<file path="src/rtl/bp_trace_encoder_pkg.sv">
// Shared types and constants for the branch/discontinuity trace encoder.
package bp_trace_encoder_pkg;

  // Default PC width. This is also the width of the packet's pc field.
  localparam int unsigned pc_width_lp = 32;

  // Byte distance between consecutive sequential commits.
  localparam int unsigned instr_stride_lp = 4;

  // Packet presented by the commit stage. instr rides along but the encoder ignores it.
  typedef struct packed {
    logic [31:0] pc;
    logic [31:0] instr;
  } bp_commit_pkt_s;

endpackage : bp_trace_encoder_pkg

</file>
<file path="src/rtl/bp_trace_encoder_seq_detect.sv">
// Combinational check of whether a commit breaks sequential control flow.
// Raises emit when there is no prior commit, or when pc != last_pc + stride.
// The sum wraps modulo 2^pc_width_p.
module bp_trace_encoder_seq_detect
  import bp_trace_encoder_pkg::*;
#(
  parameter int unsigned pc_width_p     = pc_width_lp,
  parameter int unsigned instr_stride_p = instr_stride_lp
) (
  input  logic [pc_width_p-1:0] pc,
  input  logic [pc_width_p-1:0] last_pc,
  input  logic                  have_prev,
  output logic                  emit
);

  // Truncate the stride to the PC width so the addition wraps naturally.
  localparam logic [pc_width_p-1:0] stride_lp = pc_width_p'(instr_stride_p);

  logic [pc_width_p-1:0] expected_pc;

  // Next sequential PC and the discontinuity decision.
  always_comb begin
    expected_pc = last_pc + stride_lp;
    emit        = !have_prev || (pc != expected_pc);
  end

endmodule : bp_trace_encoder_seq_detect

</file>
<file path="src/rtl/bp_trace_encoder.sv">
// Commit-stage trace encoder. It emits the committed PC as a trace word only
// on control-flow discontinuities and compresses sequential commits away.
// Outputs are registered, so the trace word appears one cycle after the commit.
module bp_trace_encoder
  import bp_trace_encoder_pkg::*;
#(
  parameter int unsigned pc_width_p     = pc_width_lp,
  parameter int unsigned instr_stride_p = instr_stride_lp
) (
  input  logic                  clk_i,
  input  logic                  reset_i,
  input  bp_commit_pkt_s        commit_pkt_i,
  input  logic                  commit_valid_i,
  output logic [pc_width_p-1:0] trace_data_o,
  output logic                  trace_valid_o
);

  logic [pc_width_p-1:0] last_pc_reg;
  logic                  have_prev_reg;
  logic [pc_width_p-1:0] trace_data_reg;
  logic                  trace_valid_reg;

  logic [pc_width_p-1:0] commit_pc;
  logic                  emit;

  // The packet carries a 32-bit pc. Only the low pc_width_p bits take part.
  assign commit_pc = commit_pkt_i.pc[pc_width_p-1:0];

  bp_trace_encoder_seq_detect #(
    .pc_width_p     (pc_width_p),
    .instr_stride_p (instr_stride_p)
  ) u_seq_detect (
    .pc        (commit_pc),
    .last_pc   (last_pc_reg),
    .have_prev (have_prev_reg),
    .emit      (emit)
  );

  // Track the last committed PC and register the trace strobe and data.
  // Reset takes priority, so a commit during reset is dropped.
  // Idle cycles hold the history, which lets sequentiality span gaps.
  always_ff @(posedge clk_i) begin
    if (reset_i) begin
      last_pc_reg     <= '0;
      have_prev_reg   <= 1'b0;
      trace_data_reg  <= '0;
      trace_valid_reg <= 1'b0;
    end else if (commit_valid_i) begin
      last_pc_reg     <= commit_pc;
      have_prev_reg   <= 1'b1;
      trace_valid_reg <= emit;
      if (emit) begin
        trace_data_reg <= commit_pc;
      end
    end else begin
      trace_valid_reg <= 1'b0;
    end
  end

  assign trace_data_o  = trace_data_reg;
  assign trace_valid_o = trace_valid_reg;

endmodule : bp_trace_encoder

</file>
<file path="config.mk">
export PLATFORM = sky130hd
export DESIGN_NAME = bp_trace_encoder
export DESIGN_NICKNAME = d
export VERILOG_FILES = /design/src/rtl/bp_trace_encoder_pkg.sv /design/src/rtl/bp_trace_encoder_seq_detect.sv /design/src/rtl/bp_trace_encoder.sv
export SDC_FILE = /design/constraint.sdc
export NUM_CORES = 1
export LEC_CHECK = 0
export CORE_MARGIN = 2
export CORE_UTILIZATION = 39
export CTS_BUF_LIST = sky130_fd_sc_hd__clkbuf_4 sky130_fd_sc_hd__clkbuf_8
export DETAILED_ROUTE_END_ITERATION = 10
export PLACE_DENSITY = 0.76
export SETUP_SLACK_MARGIN = 0.2
export SYNTH_ARGS = -nofsm -noshare
export SYNTH_HDL_FRONTEND = slang
export SYNTH_HIERARCHICAL = 1
export SYNTH_SLANG_ARGS = --single-unit
</file>
<file path="constraint.sdc">
create_clock -name clk_i -period 3 [get_ports clk_i]
set_input_delay 0.6 -clock clk_i [delete_from_list [all_inputs] [get_ports clk_i]]
set_output_delay 0.6 -clock clk_i [all_outputs]
set_load 0.05 [all_outputs]
</file>
==> results of run 1 <==
-- layer usage --
| layer | vias to the layer above | track usage, % |
|---|---|---|
| li1 | 1641 | - |
| met1 | 1633 | 23.1 |
| met2 | 88 | 29.6 |
| met3 | 17 | 3.81 |
| met4 | 0 | 7.71 |
| met5 | - | 0 |
-- worst paths after layout --
check                                        end  slack, ns  cells past startpoint
worst max-delay path            trace_data_o[13]       0.26                     12
worst min-delay path               have_prev_reg       0.48                      2
worst max register to register  trace_data_o[13]       0.26                     12
worst min register to register     have_prev_reg       0.48                      2
-- cell families (layout without fill, tap and decap cells) --
kind of cell	Yosys count	count (layout)	synth area share, %
AO/OA/AOI/OAI	92	92	20.7
XOR/XNOR	40	40	8.87
adder cells (fa/ha/maj)	1	1	0.317
buffers and inverters	27	124	6.11
flip-flops	66	66	33.4
multiplexers	32	32	8.11
AND/OR/NAND/NOR	141	141	22.4
-- final cells by class --
| class | count | area (um2) |
|---|---|---|
| Inverter | 1 | 3.75 |
| Multi-Input combinational cell | 306 | 2480 |
| Tap cell | 133 | 166 |
| Clock buffer | 9 | 124 |
| Fill cell | 897 | 4500 |
| Timing Repair Buffer | 107 | 1080 |
| Sequential cell | 66 | 1370 |
| Clock inverter | 7 | 93.8 |
-- critical path, cell delays in order, from the launching register on --
cell,delay [ns]
sky130_fd_sc_hd__dfxtp_4,0.37
sky130_fd_sc_hd__buf_6,0.12
sky130_fd_sc_hd__and3_1,0.15
sky130_fd_sc_hd__nand4_1,0.28
sky130_fd_sc_hd__buf_4,0.25
sky130_fd_sc_hd__xnor2_1,0.11
sky130_fd_sc_hd__a221o_1,0.31
sky130_fd_sc_hd__a2111oi_4,0.27
sky130_fd_sc_hd__nand4_1,0.13
sky130_fd_sc_hd__buf_6,0.17
sky130_fd_sc_hd__buf_12,0.14
sky130_fd_sc_hd__a21bo_2,0.22
sky130_fd_sc_hd__a21oi_2,0.13
-- synth_stat cells (2+ instances only) --
cell and count:
sky130_fd_sc_hd__dfxtp_1 66, sky130_fd_sc_hd__xnor2_1 29, sky130_fd_sc_hd__nand4_1 10, sky130_fd_sc_hd__buf_4 4
sky130_fd_sc_hd__a21bo_2 12, sky130_fd_sc_hd__buf_2 7, sky130_fd_sc_hd__buf_12 3, sky130_fd_sc_hd__a31oi_1 2
sky130_fd_sc_hd__and3_1 6, sky130_fd_sc_hd__o211ai_1 3, sky130_fd_sc_hd__nor2b_1 3, sky130_fd_sc_hd__nand3_2 20
sky130_fd_sc_hd__a21oi_2 30, sky130_fd_sc_hd__buf_6 9, sky130_fd_sc_hd__clkbuf_1 3, sky130_fd_sc_hd__or4_1 3
sky130_fd_sc_hd__a21bo_1 20, sky130_fd_sc_hd__nand2_1 12, sky130_fd_sc_hd__a21o_1 2, sky130_fd_sc_hd__a22oi_1 3
sky130_fd_sc_hd__nor2_1 37, sky130_fd_sc_hd__nand3_1 25, sky130_fd_sc_hd__nor4_4 2, sky130_fd_sc_hd__xor2_1 11
sky130_fd_sc_hd__a21oi_1 5, sky130_fd_sc_hd__nor3_1 4, sky130_fd_sc_hd__a211o_1 2, sky130_fd_sc_hd__nor4_1 4
sky130_fd_sc_hd__and2b_1 2, sky130_fd_sc_hd__mux2i_1 32, sky130_fd_sc_hd__o31ai_1 2, sky130_fd_sc_hd__o21ai_0 3
sky130_fd_sc_hd__and4_1 5
-- where the power goes --
group	internal, mW	switching [mW]
sequential	0.924	0.0483
clock	0.466	0.370
combinational	0.225	0.266
total	1.61	0.684
-- through the flow --
| step | total power, mW | utilization, % | area, um2 |
|---|---|---|---|
| detailed placement | 1.46 | 48.6 | 4770 |
| CTS | 2.30 | 52.2 | 5130 |
| floorplan | 1.30 | - | 3960 |
| finish | 2.30 | 54.2 | 5320 |
| global route | 2.40 | 54.2 | 5320 |
| global placement | 1.45 | 48.6 | 4770 |
-- what timing repair did --
action / in CTS / in global routing
gates resized for setup: 17 / 31
endpoints found under the setup margin: 32 / 33
buffers inserted: 2 / 10
pin swaps: 4 / 20
gates cloned: 2 / 0
==> parameters.txt, run 1 <==
Parameter                              Value

Outcome
  Run status    complete, no violations

STA
  Setup violation total in the final timing report    0
  Number of hold violations in the final report    0
  PnR worst setup slack    0.265 ns
  Setup repair after global routing missed its margin    yes
  Slew margin rel.    63.7%
  Final worst-path cycle share    91.2%
  TNS Setup    0 ns
  Post-route worst hold slack    0.476 ns
  Max Clock Skew    0.00893 ns
  Max Freq    0.366 GHz
  Worst-margin pin slew    0.543 ns
  Tmin final    2.74 ns
  Pins Over Slew Limit    0

Synthesis
  Sequential-to-total area share from yosys stat    33.4%
  Fraction of registers with async set/reset    0%
  Synth warn    6
  Biggest area contributors in the synthesized netlist    sky130_fd_sc_hd__dfxtp_1, sky130_fd_sc_hd__mux2i_1, sky130_fd_sc_hd__a21oi_2
  Gate count after technology mapping    399
  Area of the mapped netlist    3950 um2
  Most instantiated flip-flop cell in the synthesis netlist    sky130_fd_sc_hd__dfxtp_1
  Avg Synthesized Cell Area    9.90 um2
  Synth Register Bits    66
  Cell type with the largest total area after synthesis    sky130_fd_sc_hd__dfxtp_1
  Number of synthesized flops with an enable pin    0
  Area share of the leading cell type in the synthesized netlist    33.4%
  Syn nets    467
  Number of distinct library cells after synthesis    51

Floorplanning
  Die footprint    10900 um2
  # rows    36
  Width of the die    105 um
  Die height    105 um
  Core Area    9820 um2
  Initial Util    40.2%
  Count of pins on the block boundary    100

Clock network
  TritonCTS clock tree    yes
  Num CTS Buffers    9
  Clock root buffer    sky130_fd_sc_hd__clkbuf_8
  Worst-path clk slew    0.07 ns
  H-tree level count    3
  Clock insertion delay at the later pin of the skew report    0.34 ns
  Number of clock sinks seen by CTS    66
  Maximum clock path buffer count    2
  Number of buffers inserted by hold repair at cts    0

Setup path
  Launching instance or port of the critical path    last_pc_reg[3]
  Reg2Reg Launch Point    last_pc_reg[3]
  Critical path type    flop to flop
  Worst-path maximum fanout    16
  Arrival @ worst endpoint    3.01 ns
  Kind of capture point of the worst setup path    flop
  Critical path required time    3.27 ns
  Startpoint kind of the worst setup timing path    flop

Global routing
  Largest net degree at the start of global routing    61
  Number of antenna violations at the first check in global routing    0
  Wire length of the first global-routing pass    16300 um
  Via count of the first global-routing pass    3344
  Overall routing resource usage    18.1%
  Residual overflow from global routing    0

Final layout
  Antenna Diode Count    0
  Fin nets    559
  Fraction of final layout cells sized beyond drive strength 1    31.5%
  Number of standard cells in the final layout excluding fillers    629
  Synthesis-to-finish area growth    34.6%
  Most common library cell in the layout ignoring fill and taps    sky130_fd_sc_hd__clkdlybuf4s50_1
  Commonest non-fill, non-tap cells in the layout    sky130_fd_sc_hd__clkdlybuf4s50_1, sky130_fd_sc_hd__dfxtp_1, sky130_fd_sc_hd__nor2_1, sky130_fd_sc_hd__mux2i_1, sky130_fd_sc_hd__buf_4

Hold path
  Hold path startpoint    have_prev_reg
  Min-Delay Path Class    flop to flop

Routing
  Routed met1 length    4500 um
  Total DRC errors in the routed layout    0
  Wire length per cell    15.5 um
  Total Wirelength    9770 um
  First-pass detailed-route iteration total    5
  Max layer used    met4
  Routed via count divided by cell count    5.37
  Total via count in the routed design    3379
  ANT nets after route    0
  Met3 wire length    429 um
  WL met2    4660 um
  Number of violations reported at the end of detailed-routing iteration 0    157

Place
  Input/output buffers    67
  Worst slack at placement    -0.190 ns
  GP Congestion    0.895
  Placed insts    599
  Sum of net half-perimeters after detailed placement    6360 um

Power
  Peak ir drop on the vdd network    0.231 mV
  PD cells    432 nW/um2
  Static power due to leakage    2.04 nW

Run
  Number of maximum-capacitance constraint violations    0
Note: power is estimated with default switching activity, not from simulation.
==> run 2, diff against run 1 <==
MAX_ROUTING_LAYER = met4   (was not set)
==> parameters.txt, run 2 (synthesis gave the netlist of run 1 again) <==
Parameter                              Value

Final layout
  Final cell area excluding filler cells    5420 um2
  Sequential Area    1360 um2
  Commonest non-fill, non-tap cells in the layout    sky130_fd_sc_hd__clkdlybuf4s50_1, sky130_fd_sc_hd__dfxtp_1, sky130_fd_sc_hd__buf_4, sky130_fd_sc_hd__nor2_1, sky130_fd_sc_hd__mux2i_1
  Count of fill cells added during filler insertion    921
  Final core utilization    55.2%
  Fraction of final layout cells sized beyond drive strength 1    33.1%
  Synthesis-to-finish area growth    37.2%
  Fin nets    571
  Antenna Diode Count    0
  Combined area of the multi-input logic cells    2500 um2
  Most common library cell in the layout ignoring fill and taps    sky130_fd_sc_hd__clkdlybuf4s50_1

Setup path
  Worst path buffer plus inverter count    3
  Crit-path cells    clkdlybuf4s50_1 > and2b_1 > o21ai_0 > a31oi_1 > a211o_1 > nor4_1 > nand4_1 > buf_6 > buf_12 > a21bo_2 > a21oi_2
  Critical-path cell with the highest stage delay    sky130_fd_sc_hd__clkdlybuf4s50_1
  Worst-path maximum fanout    17
  Critical path required time    3.28 ns
  Reg2Reg Launch Point    last_pc_reg[7]
  Largest stage delay, worst path    0.47 ns
  FF-to-FF End    trace_data_o[6]
  Reg-to-reg slack, setup    0.20 ns
  Startpoint kind of the worst setup timing path    input pin
  Critical path type    input pin to flop
  Kind of capture point of the worst setup path    flop
  Arrival @ worst endpoint    3.11 ns
  Largest delay contributor family on the critical path    compound AO/OA/AOI/OAI gates
  Worst r2r path cells    11

Run
  Number of maximum-capacitance constraint violations    0

STA
  Pins Over Slew Limit    0
  Max Clock Skew    0.00645 ns
  Worst-margin pin slew    0.715 ns
  Setup repair after global routing missed its margin    yes
  Max Freq    0.354 GHz
  Slew margin rel.    52.3%
  Final worst-path cycle share    94.3%
  Tmin final    2.83 ns
  Setup violation total in the final timing report    0
  Number of hold violations in the final report    0

Routing
  Total via count in the routed design    3425
  ANT nets after route    0
  Wire length per cell    16.4 um
  First-pass detailed-route iteration total    5
  Routed via count divided by cell count    5.34
  Total Wirelength    10500 um
  Total DRC errors in the routed layout    0
  Number of violations reported at the end of detailed-routing iteration 0    152

Place
  Sum of net half-perimeters after detailed placement    6370 um
  Post-DP Area    4780 um2
  Input/output buffers    67
  GP Congestion    0.901

Outcome
  Run status    complete, no violations

Floorplanning
  Count of pins on the block boundary    100
  # rows    36
  Initial Util    40.2%
  Die footprint    10900 um2
  Die height    105 um
  Core Area    9820 um2
  Width of the die    105 um

Clock network
  H-tree level count    3
  Clock insertion delay at the later pin of the skew report    0.35 ns
  Maximum clock path buffer count    2
  Num CTS Buffers    9
  Clock root buffer    sky130_fd_sc_hd__clkbuf_8
  TritonCTS clock tree    yes
  Worst-path clk slew    0.07 ns
  Number of buffers inserted by hold repair at cts    0
  Number of clock sinks seen by CTS    66

Hold path
  Hold worst-path end    have_prev_reg
  Hold path startpoint    have_prev_reg
  Min-Delay Path Class    flop to flop
  Cell depth of the worst hold path    2

Global routing
  Overall routing resource usage    19.3%
  Number of antenna violations at the first check in global routing    0
  Largest net degree at the start of global routing    55
  Residual overflow from global routing    0
  Wire length of the first global-routing pass    16600 um
  Via count of the first global-routing pass    3350

Power
  Peak ir drop on the vdd network    0.210 mV
  PD cells    411 nW/um2
  Static power due to leakage    2.11 nW
[run 2: changes by cell type in the layout (fill, tap and decap cells not counted), sizes merged]
cell,before,now
dlymetal6s2s,1,2
clkinv,3,1
clkbuf,9,17
bufbuf,2,0
dlygate4sd2,0,7
clkinvlp,2,0
buf,40,52
bufinv,2,0
clkdlybuf4s50,64,56
[run 2: area by class of cell]
class,instances,share of cell area [%]
clock buffers,15,3.70
multi-input cells,306,46.1
repair buffers,119,21.8
clock inverters,1,0.0924
flip-flops and latches,66,25.1
well taps,133,3.07
inverters,1,0.0693
[run 2: power breakdown]
group	switching [mW]	internal, mW	leakage (nW)
logic	0.268	0.225	1.45
clock network	0.337	0.422	0.109
registers	0.0477	0.925	0.553
[run 2: routing by layer]
metal / global-route usage (%) / share of wire [%]
met1: 23.9 / 47
met2: 30.7 / 47
met3: 3.81 / 3.7
met4: 8.10 / 2.2
met5: - / 0
[run 2: per-stage QoR]
| stage | setup TNS (ns) | hold WS [ns] | total power [mW] | setup WS [ns] | std cells |
|---|---|---|---|---|---|
| after floorplan | 0 | 0.435 | 1.30 | 0.209 | 399 |
| after global placement | -4.96 | 0.454 | 1.45 | -0.169 | 601 |
| after detailed placement | -6.33 | 0.462 | 1.46 | -0.218 | 601 |
| after CTS | 0 | 0.477 | 2.23 | 0.220 | 632 |
| after global routing | 0 | 0.529 | 2.33 | 0.0275 | 641 |
| final | 0 | 0.476 | 2.22 | 0.172 | 641 |
[run 2: how the worst max path moves through the flow]
| stage | start | end | slack [ns] | cells after the start |
|---|---|---|---|---|
| 2_1_floorplan | last_pc_reg[11] | trace_data_o[14] | 0.21 | 10 |
| 3_3_place_gp | commit_pkt_i[38] | trace_data_o[2] | -0.17 | 10 |
| 3_5_place_dp | commit_pkt_i[38] | trace_data_o[5] | -0.22 | 10 |
| 4_1_cts | last_pc_reg[3] | trace_data_o[24] | 0.22 | 13 |
| 5_1_grt | last_pc_reg[11] | trace_data_o[6] | 0.03 | 11 |
| 6_report | commit_pkt_i[37] | trace_data_o[6] | 0.17 | 11 |
[run 2: what timing repair did]
| action | CTS | global route |
|---|---|---|
| pin swaps | 14 | 11 |
| setup buffers | 13 | 6 |
| cloned | 2 | 3 |
| setup endpoints to repair | 33 | 33 |
| resized for setup | 41 | 13 |
[run 2: worst min-delay path, stage by stage (launching register included)]
cell and delay, ns:
sky130_fd_sc_hd__dfxtp_1 0.31, sky130_fd_sc_hd__nor2_1 0.08, sky130_fd_sc_hd__nor2_1 0.04
==> run 3, diff against run 2 <==
DONT_BUFFER_PORTS = 1   (was not set)
PLACE_DENSITY = 0.63   (was 0.76)
==> parameters.txt, run 3 (synthesis gave the netlist of run 1 again) <==
Parameter                              Value

Clock network
  Maximum clock path buffer count    2
  Number of clock sinks seen by CTS    66
  Clock root buffer    sky130_fd_sc_hd__clkbuf_8
  Num CTS Buffers    9
  Number of buffers inserted by hold repair at cts    0
  Worst-path clk slew    0.08 ns
  H-tree level count    3
  TritonCTS clock tree    yes
  Clock insertion delay at the later pin of the skew report    0.34 ns

Global routing
  Overall routing resource usage    17.4%
  Largest net degree at the start of global routing    99
  Via count of the first global-routing pass    2991
  Wire length of the first global-routing pass    15000 um
  Number of antenna violations at the first check in global routing    0
  Residual overflow from global routing    0

Final layout
  Count of fill cells added during filler insertion    974
  Number of standard cells in the final layout excluding fillers    553
  Sequential Area    1350 um2
  Combined area of the multi-input logic cells    2430 um2
  Synthesis-to-finish area growth    11.7%
  Antenna Diode Count    0
  Fin nets    483
  Commonest non-fill, non-tap cells in the layout    sky130_fd_sc_hd__dfxtp_1, sky130_fd_sc_hd__nor2_1, sky130_fd_sc_hd__mux2i_1, sky130_fd_sc_hd__a21oi_2, sky130_fd_sc_hd__xnor2_1
  Most common library cell in the layout ignoring fill and taps    sky130_fd_sc_hd__dfxtp_1
  Fraction of final layout cells sized beyond drive strength 1    32.4%
  Final cell area excluding filler cells    4410 um2

Power
  Peak ir drop on the vdd network    0.200 mV
  Switching share of total power    28.3%
  Static power due to leakage    1.66 nW
  Relative contribution of combinational cells to total power    11.3%
  PnR Total Power    1.96 mW
  PD cells    443 nW/um2
  Share of power burned in the clock network    34.6%
  Power Internal    1.40 mW
  Sequential group share of total power    54.1%
  Net switching power    0.554 mW

Place
  Placed insts    522
  GP Congestion    0.803
  Sum of net half-perimeters after detailed placement    5870 um
  Input/output buffers    0
  Post-DP Area    4020 um2

STA
  Max Clock Skew    0.0121 ns
  Setup violation total in the final timing report    0
  Pins Over Slew Limit    0
  Number of hold violations in the final report    0
  Max Freq    0.366 GHz
  TNS Setup    0 ns
  Worst-margin pin slew    0.531 ns
  Slew margin rel.    64.5%
  Tmin final    2.73 ns
  Setup repair after global routing missed its margin    yes
  Final worst-path cycle share    91.1%

Setup path
  Launching instance or port of the critical path    last_pc_reg[9]
  Startpoint kind of the worst setup timing path    flop
  Reg-to-reg slack, setup    0.27 ns
  Critical path required time    3.28 ns
  Largest stage delay, worst path    0.50 ns
  Worst-path maximum fanout    20
  FF-to-FF End    trace_data_o[6]
  Timing endpoint of the critical path    trace_data_o[6]
  Worst r2r path cells    12
  Reg2Reg Launch Point    last_pc_reg[9]
  Critical-path cell with the highest stage delay    sky130_fd_sc_hd__or4_4
  Kind of capture point of the worst setup path    flop
  Crit-path cells    nand4_1 > buf_4 > nor4_4 > buf_4 > a21oi_2 > or4_4 > a2111oi_4 > nand4_1 > buf_6 > buf_12 > a21bo_2 > a21oi_2
  Critical path type    flop to flop
  Arrival @ worst endpoint    3.01 ns

Hold path
  Min-Delay Path Class    input pin to flop

Routing
  Routed via count divided by cell count    5.59
  Number of violations reported at the end of detailed-routing iteration 0    201
  First-pass detailed-route iteration total    4
  Total via count in the routed design    3093
  Total DRC errors in the routed layout    0
  Wire length per cell    16.5 um
  ANT nets after route    0
  Total Wirelength    9110 um

Floorplanning
  Initial Util    40.2%
  Die height    105 um
  Core Area    9820 um2
  Die footprint    10900 um2
  # rows    36
  Count of pins on the block boundary    100
  Width of the die    105 um

Run
  Number of maximum-capacitance constraint violations    0

Outcome
  Run status    complete, no violations
[run 3: worst min path at each step]
stage	from	end	slack (ns)	cells after the start
floorplan	have_prev_reg	have_prev_reg	0.43	2
global placement	have_prev_reg	have_prev_reg	0.45	2
detailed placement	have_prev_reg	have_prev_reg	0.46	2
CTS	reset_i	trace_data_o[2]	0.29	1
global route	reset_i	trace_data_o[2]	0.29	1
finish	reset_i	trace_data_o[2]	0.33	1
[run 3: layout make-up]
type                    instances  share of cell area (%)
multi-input cells             306                    55.2
flip-flops and latches         66                    30.6
repair buffers                 31                    6.38
well taps                     133                    3.77
clock buffers                  13                    3.63
clock inverters                 3                   0.340
inverters                       1                  0.0851
[run 3: repair_timing]
item                       CTS  global route
resized for setup           20             7
pin swaps                    5            15
setup buffers                9             5
cloned                       1             0
setup endpoints to repair   33            33
[run 3: worst max-delay path: cells and delay by family, from the launching register on]
| kind | cells | cell delay, ns |
|---|---|---|
| flip-flops | 1 | 0.35 |
| buffers and inverters | 4 | 0.65 |
| AND/OR/NAND/NOR | 4 | 1.08 |
| AO/OA/AOI/OAI | 4 | 0.58 |
[run 3: power by group through the flow]
stage	Sequential [mW]	Clock (mW)	Combinational, mW
floorplan	1.07	0	0.229
global placement	1.08	0	0.203
detailed placement	1.08	0	0.209
CTS	1.06	0.709	0.219
global route	1.06	0.745	0.244
finish	1.06	0.677	0.220
[run 3: routing by layer]
metal / global-route usage, % / wire, um / vias up
met1: 21.3 / 4010 / 1514
met2: 27.0 / 4400 / 81
met4: 6.00 / 143 / 0
met5: - / 0 / -
li1: - / - / 1481
met3: 5.74 / 549 / 17
[run 3: through the flow]
stage,setup WS (ns),hold slack [ns],utilization [%]
after floorplan,0.209,0.435,-
after global placement,0.0678,0.451,40.9
after detailed placement,0.00391,0.461,40.9
after CTS,0.203,0.289,44.4
after global routing,0.0999,0.293,44.9
final,0.266,0.326,44.9
